$ cat config.mk
export PLATFORM = sky130hd
export DESIGN_NAME = opcode_decoder_flat
export DESIGN_NICKNAME = d
export VERILOG_FILES = /design/src/rtl/opcode_decoder_if.sv /design/src/rtl/opcode_decoder.sv /design/src/flat_wrapper.sv
export SDC_FILE = /design/constraint.sdc
export NUM_CORES = 1
export LEC_CHECK = 0
export ABC_CLOCK_PERIOD_IN_PS = 2400
export BUFFER_PORTS_ARGS = -buffer_cell sky130_fd_sc_hd__buf_2
export CAP_MARGIN = 15
export CORE_MARGIN = 1
export CORE_UTILIZATION = 53
export DETAILED_ROUTE_END_ITERATION = 12
export GPL_TIMING_DRIVEN = 0
export PLACE_DENSITY = 0.8
export SKIP_CTS_REPAIR_TIMING = 1
export SYNTH_ARGS = -nofsm -noshare
export SYNTH_HDL_FRONTEND = slang
export SYNTH_SLANG_ARGS = --single-unit
$ cat constraint.sdc
create_clock -name clk -period 2.4 [get_ports clk]
set_input_delay 0.36 -clock clk [delete_from_list [all_inputs] [get_ports clk]]
set_output_delay 0.36 -clock clk [all_outputs]
set_load 0.05 [all_outputs]
$ cat src/rtl/opcode_decoder_if.sv
// Fetch-to-execute handshake bundle for the opcode decoder stage.
// The master drives words in and accepts decoded entries out. The slave is the decoder.
interface opcode_decoder_if;
  logic        in_valid;
  logic        in_ready;
  logic [31:0] in_instr;
  logic        out_valid;
  logic        out_ready;
  logic [5:0]  out_class;
  logic        out_illegal;
  logic [4:0]  out_rd;
  logic [4:0]  out_rs1;
  logic [2:0]  out_funct3;

  modport master (
    output in_valid, in_instr, out_ready,
    input  in_ready, out_valid, out_class, out_illegal, out_rd, out_rs1, out_funct3
  );

  modport slave (
    input  in_valid, in_instr, out_ready,
    output in_ready, out_valid, out_class, out_illegal, out_rd, out_rs1, out_funct3
  );
endinterface

$ cat src/rtl/opcode_decoder.sv
// opcode_decoder: maps a raw RV32 instruction word back to its 6-bit opcode class index
// and extracts rd/rs1/funct3. It is a single registered stage with a valid/ready handshake.
// It has an optional 2-entry skid buffer, a flush input, and saturating legal/illegal counters.
module opcode_decoder #(
  parameter int CNT_W   = 16,
  parameter bit SKID_EN = 1'b1
) (
  input  logic             clk,
  input  logic             rst,
  input  logic             flush,
  opcode_decoder_if.slave  bus,
  output logic [CNT_W-1:0] decoded_cnt,
  output logic [CNT_W-1:0] illegal_cnt
);

  typedef struct packed {
    logic [5:0] cls;
    logic       illegal;
    logic [4:0] rd;
    logic [4:0] rs1;
    logic [2:0] funct3;
  } entry_t;

  entry_t           w_dec;
  entry_t           r_main, r_skid, w_main_nx, w_skid_nx;
  logic             r_main_vld, r_skid_vld, w_main_vld_nx, w_skid_vld_nx;
  logic [CNT_W-1:0] r_dcnt, r_icnt, w_dcnt_nx, w_icnt_nx;
  logic             w_in_rdy, w_push, w_pop;

  // Combinational decode of the incoming word. Unsupported major opcodes fall back to 6'h3F.
  always_comb begin
    w_dec         = '0;
    w_dec.rd      = bus.in_instr[11:7];
    w_dec.rs1     = bus.in_instr[19:15];
    w_dec.funct3  = bus.in_instr[14:12];
    w_dec.cls     = 6'h3F;
    w_dec.illegal = 1'b1;
    if (bus.in_instr[1:0] == 2'b11) begin
      case (bus.in_instr[6:2])
        5'b00000, 5'b00001, 5'b00010, 5'b00011, 5'b00100, 5'b00101,
        5'b01000, 5'b01100, 5'b01101, 5'b11000, 5'b11001, 5'b11011,
        5'b11100: begin
          w_dec.cls     = {1'b0, bus.in_instr[6:2]};
          w_dec.illegal = 1'b0;
        end
        default: ;
      endcase
    end
  end

  // With the skid buffer, ready comes straight from a flop. Without it, ready looks through
  // to out_ready so that a pop and a push can happen in the same cycle.
  assign w_in_rdy = SKID_EN ? ~r_skid_vld : (~r_main_vld | bus.out_ready);
  assign w_push   = bus.in_valid & w_in_rdy;
  assign w_pop    = r_main_vld & bus.out_ready;

  // Next-state logic for storage and counters. Flush overrides push and pop.
  // The skid entry always refills main before a new word can.
  always_comb begin
    w_main_nx     = r_main;
    w_skid_nx     = r_skid;
    w_main_vld_nx = r_main_vld;
    w_skid_vld_nx = r_skid_vld;
    w_dcnt_nx     = r_dcnt;
    w_icnt_nx     = r_icnt;
    if (flush) begin
      w_main_vld_nx = 1'b0;
      w_skid_vld_nx = 1'b0;
    end else begin
      if (w_pop) begin
        if (r_main.illegal) begin
          if (~&r_icnt) w_icnt_nx = r_icnt + CNT_W'(1);
        end else begin
          if (~&r_dcnt) w_dcnt_nx = r_dcnt + CNT_W'(1);
        end
      end
      if (!r_main_vld || w_pop) begin
        if (r_skid_vld) begin
          w_main_nx     = r_skid;
          w_main_vld_nx = 1'b1;
          w_skid_vld_nx = w_push;
          if (w_push) w_skid_nx = w_dec;
        end else begin
          w_main_vld_nx = w_push;
          if (w_push) w_main_nx = w_dec;
        end
      end else if (w_push) begin
        // Main is stalled, so the word parks in skid. This only happens when SKID_EN=1.
        w_skid_nx     = w_dec;
        w_skid_vld_nx = 1'b1;
      end
    end
  end

  // State registers. Reset clears all entries, the visible payload and both counters.
  always_ff @(posedge clk) begin
    if (rst) begin
      r_main     <= '0;
      r_skid     <= '0;
      r_main_vld <= 1'b0;
      r_skid_vld <= 1'b0;
      r_dcnt     <= '0;
      r_icnt     <= '0;
    end else begin
      r_main     <= w_main_nx;
      r_skid     <= w_skid_nx;
      r_main_vld <= w_main_vld_nx;
      r_skid_vld <= w_skid_vld_nx;
      r_dcnt     <= w_dcnt_nx;
      r_icnt     <= w_icnt_nx;
    end
  end

  assign bus.in_ready    = w_in_rdy;
  assign bus.out_valid   = r_main_vld;
  assign bus.out_class   = r_main.cls;
  assign bus.out_illegal = r_main.illegal;
  assign bus.out_rd      = r_main.rd;
  assign bus.out_rs1     = r_main.rs1;
  assign bus.out_funct3  = r_main.funct3;
  assign decoded_cnt     = r_dcnt;
  assign illegal_cnt     = r_icnt;

endmodule

$ cat src/flat_wrapper.sv
// flat-port wrapper written by rule: the top's interface ports become plain ports
module opcode_decoder_flat 
#(
  parameter int CNT_W   = 16,
  parameter bit SKID_EN = 1'b1
)
  (clk, rst, flush, decoded_cnt, illegal_cnt, bus_in_valid, bus_in_instr, bus_out_ready, bus_in_ready, bus_out_valid, bus_out_class, bus_out_illegal, bus_out_rd, bus_out_rs1, bus_out_funct3);
  opcode_decoder_if bus_i ();
  input  logic clk;
  input  logic rst;
  input  logic flush;
  output logic [CNT_W-1:0] decoded_cnt;
  output logic [CNT_W-1:0] illegal_cnt;
  input wire logic [$bits(bus_i.in_valid)-1:0] bus_in_valid;
  input wire logic [$bits(bus_i.in_instr)-1:0] bus_in_instr;
  input wire logic [$bits(bus_i.out_ready)-1:0] bus_out_ready;
  output wire logic [$bits(bus_i.in_ready)-1:0] bus_in_ready;
  output wire logic [$bits(bus_i.out_valid)-1:0] bus_out_valid;
  output wire logic [$bits(bus_i.out_class)-1:0] bus_out_class;
  output wire logic [$bits(bus_i.out_illegal)-1:0] bus_out_illegal;
  output wire logic [$bits(bus_i.out_rd)-1:0] bus_out_rd;
  output wire logic [$bits(bus_i.out_rs1)-1:0] bus_out_rs1;
  output wire logic [$bits(bus_i.out_funct3)-1:0] bus_out_funct3;
  assign bus_i.in_valid = bus_in_valid;
  assign bus_i.in_instr = bus_in_instr;
  assign bus_i.out_ready = bus_out_ready;
  assign bus_in_ready = bus_i.in_ready;
  assign bus_out_valid = bus_i.out_valid;
  assign bus_out_class = bus_i.out_class;
  assign bus_out_illegal = bus_i.out_illegal;
  assign bus_out_rd = bus_i.out_rd;
  assign bus_out_rs1 = bus_i.out_rs1;
  assign bus_out_funct3 = bus_i.out_funct3;
  opcode_decoder #(.CNT_W(CNT_W), .SKID_EN(SKID_EN)) u_core (.clk(clk), .rst(rst), .flush(flush), .bus(bus_i), .decoded_cnt(decoded_cnt), .illegal_cnt(illegal_cnt));
endmodule
==> results of run 1 <==
## worst max-delay path, stage by stage, from the launching register on
cell	delay [ps]
dfxtp_1	390
ha_1	280
nand2_1	120
nor4_4	450
buf_4	250
a21oi_1	90
mux2_2	270
## final timing paths
kind	endpoint	slack (ps)	cells past startpoint
setup / recovery	u_core.illegal_cnt[6]$_SDFFE_PP0P_	450	6
hold / removal	u_core.r_skid[11]$_SDFFE_PP0P_	250	3
setup reg to reg	u_core.illegal_cnt[6]$_SDFFE_PP0P_	450	6
hold reg to reg	u_core.bus.out_class[3]$_SDFFE_PP0P_	470	2
## routing by layer
| metal | share of wire | GRT usage | up-vias |
|---|---|---|---|
| li1 | - | - | 1587 |
| met1 | 0.45 | 0.3386 | 1524 |
| met2 | 0.48 | 0.4273 | 81 |
| met3 | 0.048 | 0.05495 | 13 |
| met4 | 0.021 | 0.1105 | 0 |
| met5 | 0 | 0 | - |
## through the flow
| step | util | hold WS, ps |
|---|---|---|
| 3_3_place_gp | 0.6451 | 452.9 |
| 5_1_grt | 0.6825 | 275.7 |
| 3_5_place_dp | 0.6451 | 457.5 |
| 6_report | 0.6825 | 249.6 |
| 2_1_floorplan | - | 438.5 |
| 4_1_cts | 0.6825 | 243.0 |
## layout make-up
| cell class | count | share of cell area |
|---|---|---|
| Inverter | 4 | 0.003630 |
| Sequential cell | 72 | 0.3485 |
| Tap cell | 75 | 0.02269 |
| Clock inverter | 7 | 0.02480 |
| Clock buffer | 9 | 0.02995 |
| Multi-Input combinational cell | 272 | 0.4489 |
| Timing Repair Buffer | 78 | 0.09437 |
| Buffer | 23 | 0.02722 |
## registers in the layout (all words and copies together) (netlist names)
signal                  flops
u_core.r_skid_vld           1
u_core.bus.out_rd           5
u_core.decoded_cnt         16
u_core.bus.out_illegal      1
u_core.r_skid              19
u_core.bus.out_funct3       3
u_core.illegal_cnt         16
u_core.bus.out_valid        1
u_core.bus.out_rs1          5
u_core.bus.out_class        5
## cells by family (layout without fill, tap and decap cells)
logic type | after synthesis | in the layout | share of synthesized area
simple gates | 151 | 151 | 0.2443
buf+inv | 27 | 121 | 0.03725
flops | 72 | 72 | 0.4207
mux | 40 | 40 | 0.1213
compound gates | 79 | 79 | 0.1691
fa+ha+maj | 2 | 2 | 0.007303
## placed cells by master (no fill, tap or decap), drive strengths merged, types with 2 or more instances in the layout
| cell type | instances |
|---|---|
| mux2 | 12 |
| o221a | 5 |
| buf | 92 |
| or3 | 5 |
| mux2i | 28 |
| dfxtp | 72 |
| nand3 | 20 |
| nand4 | 10 |
| o41ai | 10 |
| o21ai | 4 |
| o311ai | 4 |
| nand2 | 18 |
| clkinv | 2 |
| a211oi | 16 |
| o31ai | 9 |
| clkbuf | 18 |
| and3 | 5 |
| a21oi | 20 |
| nor2b | 13 |
| and4 | 4 |
| nor4 | 4 |
| inv | 6 |
| ha | 2 |
| nor3 | 4 |
| nor3b | 3 |
| nor2 | 49 |
| bufinv | 2 |
| and2 | 2 |
| or4 | 9 |
| a2111oi | 5 |
## power groups by stage
| stage | logic [mW] | registers (mW) | clock network, mW |
|---|---|---|---|
| global placement | 0.253 | 1.26 | 0 |
| detailed placement | 0.258 | 1.27 | 0 |
| CTS | 0.260 | 1.24 | 1.10 |
| global route | 0.279 | 1.24 | 1.14 |
| finish | 0.260 | 1.24 | 1.08 |
| floorplan | 0.0931 | 1.35 | 0 |
==> out/qor.txt, run 1 <==
DP Area - 3910 um2
Core area - 6061 um2
Register area share after synthesis - 0.4207
Sw Pwr - 690.6 uW
Worst flop-to-flop path startpoint - u_core.illegal_cnt[1]$_SDFFE_PP0P_
Clock power frac - 0.420
Placed Cells - 524
Std cell rows - 28
Post-synth ARST share - 0
Vias in the first global route - 2,856
Initial DRT Pass Iterations - 4
Top Ports - 91
Critical path peak fanout - 10
Outcome - complete, no violations
Syn Area/Cell - 9.234 um2
Cts bufs inserted - 9
Hold Vio Cnt, Final - 0
Hold wc startpoint - bus_in_instr[10]
Startpoint types - flip-flop
Combinational group share of total power - 0.101
Top cells by count, synth - 72 x dfxtp_1, 49 x nor2_1, 28 x mux2i_1, 20 x a21oi_1, 20 x nand3_1
Cell Area, Synth - 3426 um2
Peak VDD IR - 0.0004414 V
Crit. End Element - flip-flop
Antenna viol nets, final - 0
Overflow after GRT - 0
Most common cell in the netlist - dfxtp_1
Cell variety after synth - 45
Initial antenna violation count - 0
Fin crit share - 0.8139
Clock Sinks - 72
Share of cells above drive strength 1 - 0.2731
IO buf count - 78
Routed vias/inst - 5.935
Flop pwr share - 0.480
Fillers - 506
N_diodes - 0
Slew @ Worst Pin - 624.0 ps
Layout Cells excl Fill - 540
DR vias - 3,205
Global-route wire length before repair - 13.44 mm
Max cap viols - 0
Maximum root-to-sink buffer count - 2
Pwr Total - 2.581 mW
Pint - 1.890 mW
Clk_lat worst skew - 350 ps
Register area - 1441 um2
Ys Warns - 0
Wire per inst - 15.27 um
GPL Wtd Cong - 0.8105
Die height - 82.40 um
Leading area contributor after synthesis - dfxtp_1
All-layer global routing usage - 0.2634
DRT iter0 DRCs - 166
Yosys top cell area share - 0.4207
Post-route cell area - 4136 um2
Root buffer cell - clkbuf_8
Final setup skew - 6.612 ps
Setup ws final - 446.6 ps
Crit Path Class - flip-flop to flip-flop
Final slew viol count - 0
Initial core utilization - 0.5652
Mapped Cells - 371
Syn-to-layout area delta - 20.75%
DP Wirelength - 5.894 mm
CP Launch Point - u_core.illegal_cnt[1]$_SDFFE_PP0P_
F_max - 0.5119 GHz
Seq cells post-synth - 72
Final min period - 1953 ps
Synth Net Count - 410
Final net count - 499
Power Density - 623.9 nW/um2
Critical path required time - 2640 ps
Largest net degree at the start of global routing - 15
Area occupied by multi-input gates - 1857 um2
CP Data Arrival Time - 2190 ps
CTS tree - built
Dpl ws - 349.0 ps
Drt drc - 0
Leak Pwr - 1.680 nW
Die footprint - 6789 um2
Post-synth EDFFs - 0
CTS H-Tree Depth - 3
Slew headroom - 0.5840
Ranking of synthesized cells by area - dfxtp_1 42%, mux2i_1 8.2%, nor2_1 5.4%
Finish-stage setup viols - 0
Drt total wl - 8.245 mm
Sw Ratio - 0.2676
RSZ-0062 raised after global routing - no
Main synth FF type - dfxtp_1
Setup TNS - 0 ps
Die span in x - 82.40 um
Clock transition at path regs - 80 ps
Hold Path Class - input pin to flip-flop
Note: power is estimated with default switching activity, not from simulation.
==> run 2, diff against run 1 <==
Settings changed: ABC_CLOCK_PERIOD_IN_PS 2400 to 1700, CORE_UTILIZATION 53 to 47, PLACE_DENSITY 0.8 to 0.75.
Clock period 2.4 ns to 1.7 ns, I/O delays scaled along.
==> out/qor.txt, run 2 (synthesis results as in run 1) <==
Worst hold path endpoint - u_core.r_skid[7]$_SDFFE_PP0P_
M1 GR Usage - 0.2976 (-0.04091)
Worst flop-to-flop path startpoint - u_core.illegal_cnt[13]$_SDFFE_PP0P_
Die footprint - 7634 um2 (+12%)
Crit Path Class - flip-flop to flip-flop
Post-route cell area - 4442 um2 (+7.4%)
Initial DRT Pass Iterations - 4 (unchanged)
RSZ-0062 raised after global routing - yes
Antenna viol nets, final - 0 (unchanged)
Layout Utilization - 0.6431 (-0.03938)
Outcome - complete, but fails checks
CTS H-Tree Depth - 3 (unchanged)
Largest net degree at the start of global routing - 14 (-1)
All-layer global routing usage - 0.2268 (-0.03660)
Top Ports - 91 (unchanged)
Finish-stage setup viols - 3 (+3)
Routed vias/inst - 5.766 (-2.8%)
Top Usage Layer GRT - met2
Peak VDD IR - 0.0005298 V (+20%)
Max FFs per register - 19 (unchanged)
Clock Sinks - 72 (unchanged)
Clock power frac - 0.373 (-0.047)
Pint - 2.386 mW (+26%)
Hold wc startpoint - bus_in_instr[19]
Initial antenna violation count - 0 (unchanged)
Syn-to-layout area delta - 29.66%
Combinational group share of total power - 0.115 (+0.014)
Wire per inst - 15.08 um (-1.3%)
Startpoint types - flip-flop
Core area - 6907 um2 (+14%)
Leak Pwr - 1.793 nW (+6.7%)
Initial core utilization - 0.4960 (-0.06922)
Hold path depth - 3 (unchanged)
Hold Vio Cnt, Final - 0 (unchanged)
GPL Wtd Cong - 0.8146 (+0.51%)
Final net count - 511 (+2.4%)
Final min period - 1719 ps (-234.5 ps)
Final slew viol count - 0 (unchanged)
GRT met2 Usage - 0.3693 (-0.05795)
Failing checks - negative setup slack
Flop pwr share - 0.512 (+0.032)
F_max - 0.5818 GHz (+14%)
Root buffer cell - clkbuf_8
Maximum root-to-sink buffer count - 2 (unchanged)
Clk_lat worst skew - 350 ps (about the same)
CP Data Arrival Time - 1990 ps (-200 ps)
Fin crit share - 1.011 (+0.1972)
Sw Pwr - 972.3 uW (+41%)
Most frequent cells in the layout - 83 x buf_2, 49 x nor2_1, 38 x dfxtp_1, 28 x mux2i_1, 19 x nand3_1
R2R Path End - u_core.illegal_cnt[11]$_SDFFE_PP0P_
Die span in x - 87.38 um (+6.0%)
Layout Cells excl Fill - 573 (+6.1%)
Top reg by flops - u_core.r_skid
Reg2reg setup slack - -20 ps (-470 ps)
Drt total wl - 8.638 mm (+4.8%)
Critical path required time - 1970 ps (-670 ps)
Crit. End Element - flip-flop
Overflow after GRT - 0 (unchanged)
CTS tree - built
Final setup skew - 9.800 ps (+3.187 ps)
DP Area - 4025 um2 (+2.9%)
Die height - 87.38 um (+6.0%)
Slew headroom - 0.5789 (-0.005115)
N_diodes - 0 (unchanged)
Critical path peak fanout - 5 (-5)
Cts bufs inserted - 9 (unchanged)
Sw Ratio - 0.2895 (+0.02191)
R2R cell count - 6 (unchanged)
Power Density - 756.2 nW/um2 (+21%)
Most common cell after layout, fill and taps aside - buf_2
Slew @ Worst Pin - 631.7 ps (+7.673 ps)
Share of cells above drive strength 1 - 0.4151 (+0.1420)
Drt drc - 0 (unchanged)
Placed Cells - 545 (+4.0%)
Hold Path Class - input pin to flip-flop
DP Wirelength - 5.809 mm (-1.5%)
Global-route wire length before repair - 13.52 mm (+0.62%)
Clock transition at path regs - 80 ps (about the same)
IO buf count - 78 (unchanged)
Max cap viols - 0 (unchanged)
Std cell rows - 30 (+7.1%)
Vias in the first global route - 2,926 (+2.5%)
Setup ws final - -18.85 ps (-465.5 ps)
Met3 Usage GRT - 0.03886 (-0.01608)
DR vias - 3,304 (+3.1%)
Dpl ws - -236.7 ps (-585.7 ps)
DRT iter0 DRCs - 138 (-17%)
## run 2: cell types whose count changed in the layout (fill, tap and decap cells not counted), moves of 3 or more
| cell | before | now |
|---|---|---|
| a21oi_2 | 0 | 4 |
| a21oi_1 | 20 | 16 |
| clkinv_2 | 0 | 3 |
| buf_4 | 5 | 17 |
| o41ai_1 | 10 | 7 |
| dfxtp_1 | 72 | 38 |
| dfxtp_4 | 0 | 18 |
| dfxtp_2 | 0 | 16 |
| o41ai_2 | 0 | 3 |
## run 2: how the worst max path moves through the flow
stage | startpoint | endpoint | slack, ps
finish | u_core.illegal_cnt[13]$_SDFFE_PP0P_ | u_core.illegal_cnt[11]$_SDFFE_PP0P_ | -20
global route | u_core.illegal_cnt[12]$_SDFFE_PP0P_ | u_core.illegal_cnt[4]$_SDFFE_PP0P_ | -80
CTS | u_core.bus.out_illegal$_SDFFE_PP0P_ | u_core.decoded_cnt[4]$_SDFFE_PP0P_ | -110
detailed placement | rst | u_core.r_skid[12]$_SDFFE_PP0P_ | -240
global placement | rst | u_core.illegal_cnt[11]$_SDFFE_PP0P_ | -210
floorplan | u_core.decoded_cnt[10]$_SDFFE_PP0P_ | u_core.decoded_cnt[0]$_SDFFE_PP0P_ | 0.8
## run 2: critical path, stage by stage, from the launching register on
cell     delay, ps
dfxtp_4        360
nand4_1        240
nor4_4         100
buf_4          150
buf_4          130
or4_1          500
a21oi_2        160
## run 2: power by group through the flow
stage,clock [mW],combinational [mW],sequential [mW]
after floorplan,0,0.131,1.88
after detailed placement,0,0.364,1.76
after global routing,1.35,0.412,1.72
after CTS,1.28,0.365,1.72
after global placement,0,0.357,1.76
final,1.25,0.385,1.72
## run 2: routing by layer
metal / up-vias / wire length, um
met2: 110 / 4149
met1: 1570 / 3826
met4: 0 / 143
met3: 15 / 519
met5: - / 0
li1: 1609 / -
## run 2: final cells by class
type / count / area, um2
plain buffers: 23 / 125.1
well taps: 96 / 120.1
inverters: 4 / 16.27
multi-input cells: 272 / 1991
clock buffers: 10 / 137.6
fillers: 599 / 2465
repair buffers: 90 / 480.5
clock inverters: 6 / 42.54
flip-flops and latches: 72 / 1529
## run 2: stage by stage
stage	hold slack [ps]	TNS, ps	total power [mW]
2_1_floorplan	323.7	0	2.007
3_3_place_gp	453.9	-4177	2.116
3_5_place_dp	458.7	-4880	2.123
4_1_cts	142.4	-629.3	3.361
5_1_grt	175.1	-694.0	3.487
6_report	147.2	-33.75	3.359
==> run 3, diff against run 2 <==
Settings changed: GPL_TIMING_DRIVEN 0 to not set, SKIP_LAST_GASP set to 1.
==> out/qor.txt, run 3 (synthesis results as in run 1) <==
Outcome - complete, no violations
DR vias - 3,197 (-3.2%)
Dpl ws - -45.97 ps (+190.7 ps)
Power Density - 801.1 nW/um2 (+5.9%)
Antenna viol nets, final - 0 (unchanged)
Initial antenna violation count - 0 (unchanged)
Pwr Total - 3.603 mW (+7.3%)
F_max - 0.6084 GHz (+4.6%)
Drt total wl - 8.208 mm (-5.0%)
Cts bufs inserted - 9 (unchanged)
Max FFs per register - 19 (unchanged)
Layout Cells excl Fill - 571 (-0.35%)
CTS tree - built
All-layer global routing usage - 0.2199 (-0.006988)
CP top delay family - simple AND/OR/NAND/NOR gates
Largest net degree at the start of global routing - 55 (+41)
Clk_lat worst skew - 350 ps (about the same)
Setup ws final - 56.30 ps (+75.15 ps)
Core area - 6907 um2 (unchanged)
Most common cell after layout, fill and taps aside - buf_2
Clock transition at path regs - 90 ps (about the same)
CP Buf/Inv Count - 1 (-1)
Initial core utilization - 0.4960 (unchanged)
Top Ports - 91 (unchanged)
CP max stage delay - 360 ps (-140 ps)
Hold Path Class - input pin to flip-flop
Slew @ Worst Pin - 505.7 ps (-126.0 ps)
R2R cell count - 5 (-1)
Finish-stage setup viols - 0 (-3)
Final min period - 1644 ps (-75.15 ps)
Fin crit share - 0.9669 (-0.04421)
Critical path depth - 5 (-1)
Initial DRT Pass Iterations - 4 (unchanged)
CP Data Arrival Time - 1870 ps (-120 ps)
Most frequent cells in the layout - 78 x buf_2, 49 x nor2_1, 38 x dfxtp_1, 29 x buf_4, 28 x mux2i_1
Slew headroom - 0.6542 (+0.07527)
Final net count - 509 (-0.39%)
Crit. End Element - flip-flop
DP Area - 4168 um2 (+3.5%)
CP max-delay cell - dfxtp_4
DP Wirelength - 5.647 mm (-2.8%)
Vias in the first global route - 2,872 (-1.8%)
Syn-to-layout area delta - 31.26%
N_diodes - 0 (unchanged)
Leak Pwr - 1.818 nW (+1.4%)
Worst flop-to-flop path startpoint - u_core.bus.out_illegal$_SDFFE_PP0P_
Post-route cell area - 4497 um2 (+1.2%)
Die span in x - 87.38 um (unchanged)
Critical path peak fanout - 7 (+2)
GPL Wtd Cong - 0.8010 (-1.7%)
Root buffer cell - clkbuf_8
Die height - 87.38 um (unchanged)
Overflow after GRT - 0 (unchanged)
Maximum root-to-sink buffer count - 2 (unchanged)
Fillers - 590 (-1.5%)
DRT iter0 DRCs - 127 (-8.0%)
Max cap viols - 0 (unchanged)
Placed Cells - 551 (+1.1%)
CP Launch Point - u_core.bus.out_illegal$_SDFFE_PP0P_
Clock Sinks - 72 (unchanged)
Hold wc startpoint - bus_in_instr[10]
Std cell rows - 30 (unchanged)
Drt drc - 0 (unchanged)
Final slew viol count - 0 (unchanged)
WHS - 149.5 ps (+2.368 ps)
Share of cells above drive strength 1 - 0.4105 (-0.004568)
Hold path depth - 3 (unchanged)
Routed vias/inst - 5.599 (-2.9%)
Setup TNS - 0 ps (+33.75 ps)
Final setup skew - 9.667 ps (-0.1321 ps)
Crit Path Class - flip-flop to flip-flop
Wire per inst - 14.37 um (-4.6%)
CTS H-Tree Depth - 3 (unchanged)
IO buf count - 78 (unchanged)
CP cell instances - nor4bb_4 > buf_6 > nand4_1 > nor3_1 > mux2_2
Global-route wire length before repair - 13.08 mm (-3.3%)
Die footprint - 7634 um2 (unchanged)
Critical path required time - 1930 ps (-40 ps)
RSZ-0062 raised after global routing - yes
Peak VDD IR - 0.0005650 V (+6.6%)
Layout Utilization - 0.6511 (+0.007971)
Top reg by flops - u_core.r_skid
Startpoint types - flip-flop
Hold Vio Cnt, Final - 0 (unchanged)
-- run 3: worst paths after layout --
| kind | endpoint | slack (ps) |
|---|---|---|
| hold / removal | u_core.r_skid[11]$_SDFFE_PP0P_ | 150 |
| setup reg to reg | u_core.decoded_cnt[12]$_SDFFE_PP0P_ | 60 |
| setup / recovery | u_core.decoded_cnt[12]$_SDFFE_PP0P_ | 60 |
| hold reg to reg | u_core.bus.out_class[0]$_SDFFE_PP0P_ | 470 |
-- run 3: final cells by class --
cell class	instances	area (um2)	area share
Tap cell	96	120.1	0.02671
Sequential cell	72	1529	0.3400
Multi-Input combinational cell	272	1918	0.4265
Clock buffer	12	198.9	0.04424
Inverter	4	16.27	0.003617
Clock inverter	4	35.03	0.007791
Timing Repair Buffer	111	679.4	0.1511
-- run 3: metal layers --
| metal | track usage | routed length (um) | vias to the layer above |
|---|---|---|---|
| met5 | 0 | 0 | - |
| met3 | 0.06540 | 473 | 2 |
| met1 | 0.2760 | 3607 | 1504 |
| met4 | 0.08197 | 29 | 0 |
| li1 | - | - | 1606 |
| met2 | 0.3558 | 4097 | 85 |
-- run 3: tightest hold or removal path, delay by kind of cell --
| kind | cells | cell delay, ps |
|---|---|---|
| buffers and inverters | 1 | 90 |
| and+or+nand+nor | 1 | 70 |
| muxes | 1 | 60 |
-- run 3: power breakdown --
part,switching (mW),leakage (nW),internal (mW)
combinational,0.260,1.09,0.118
sequential,0.0223,0.607,1.70
clock,0.690,0.119,0.816
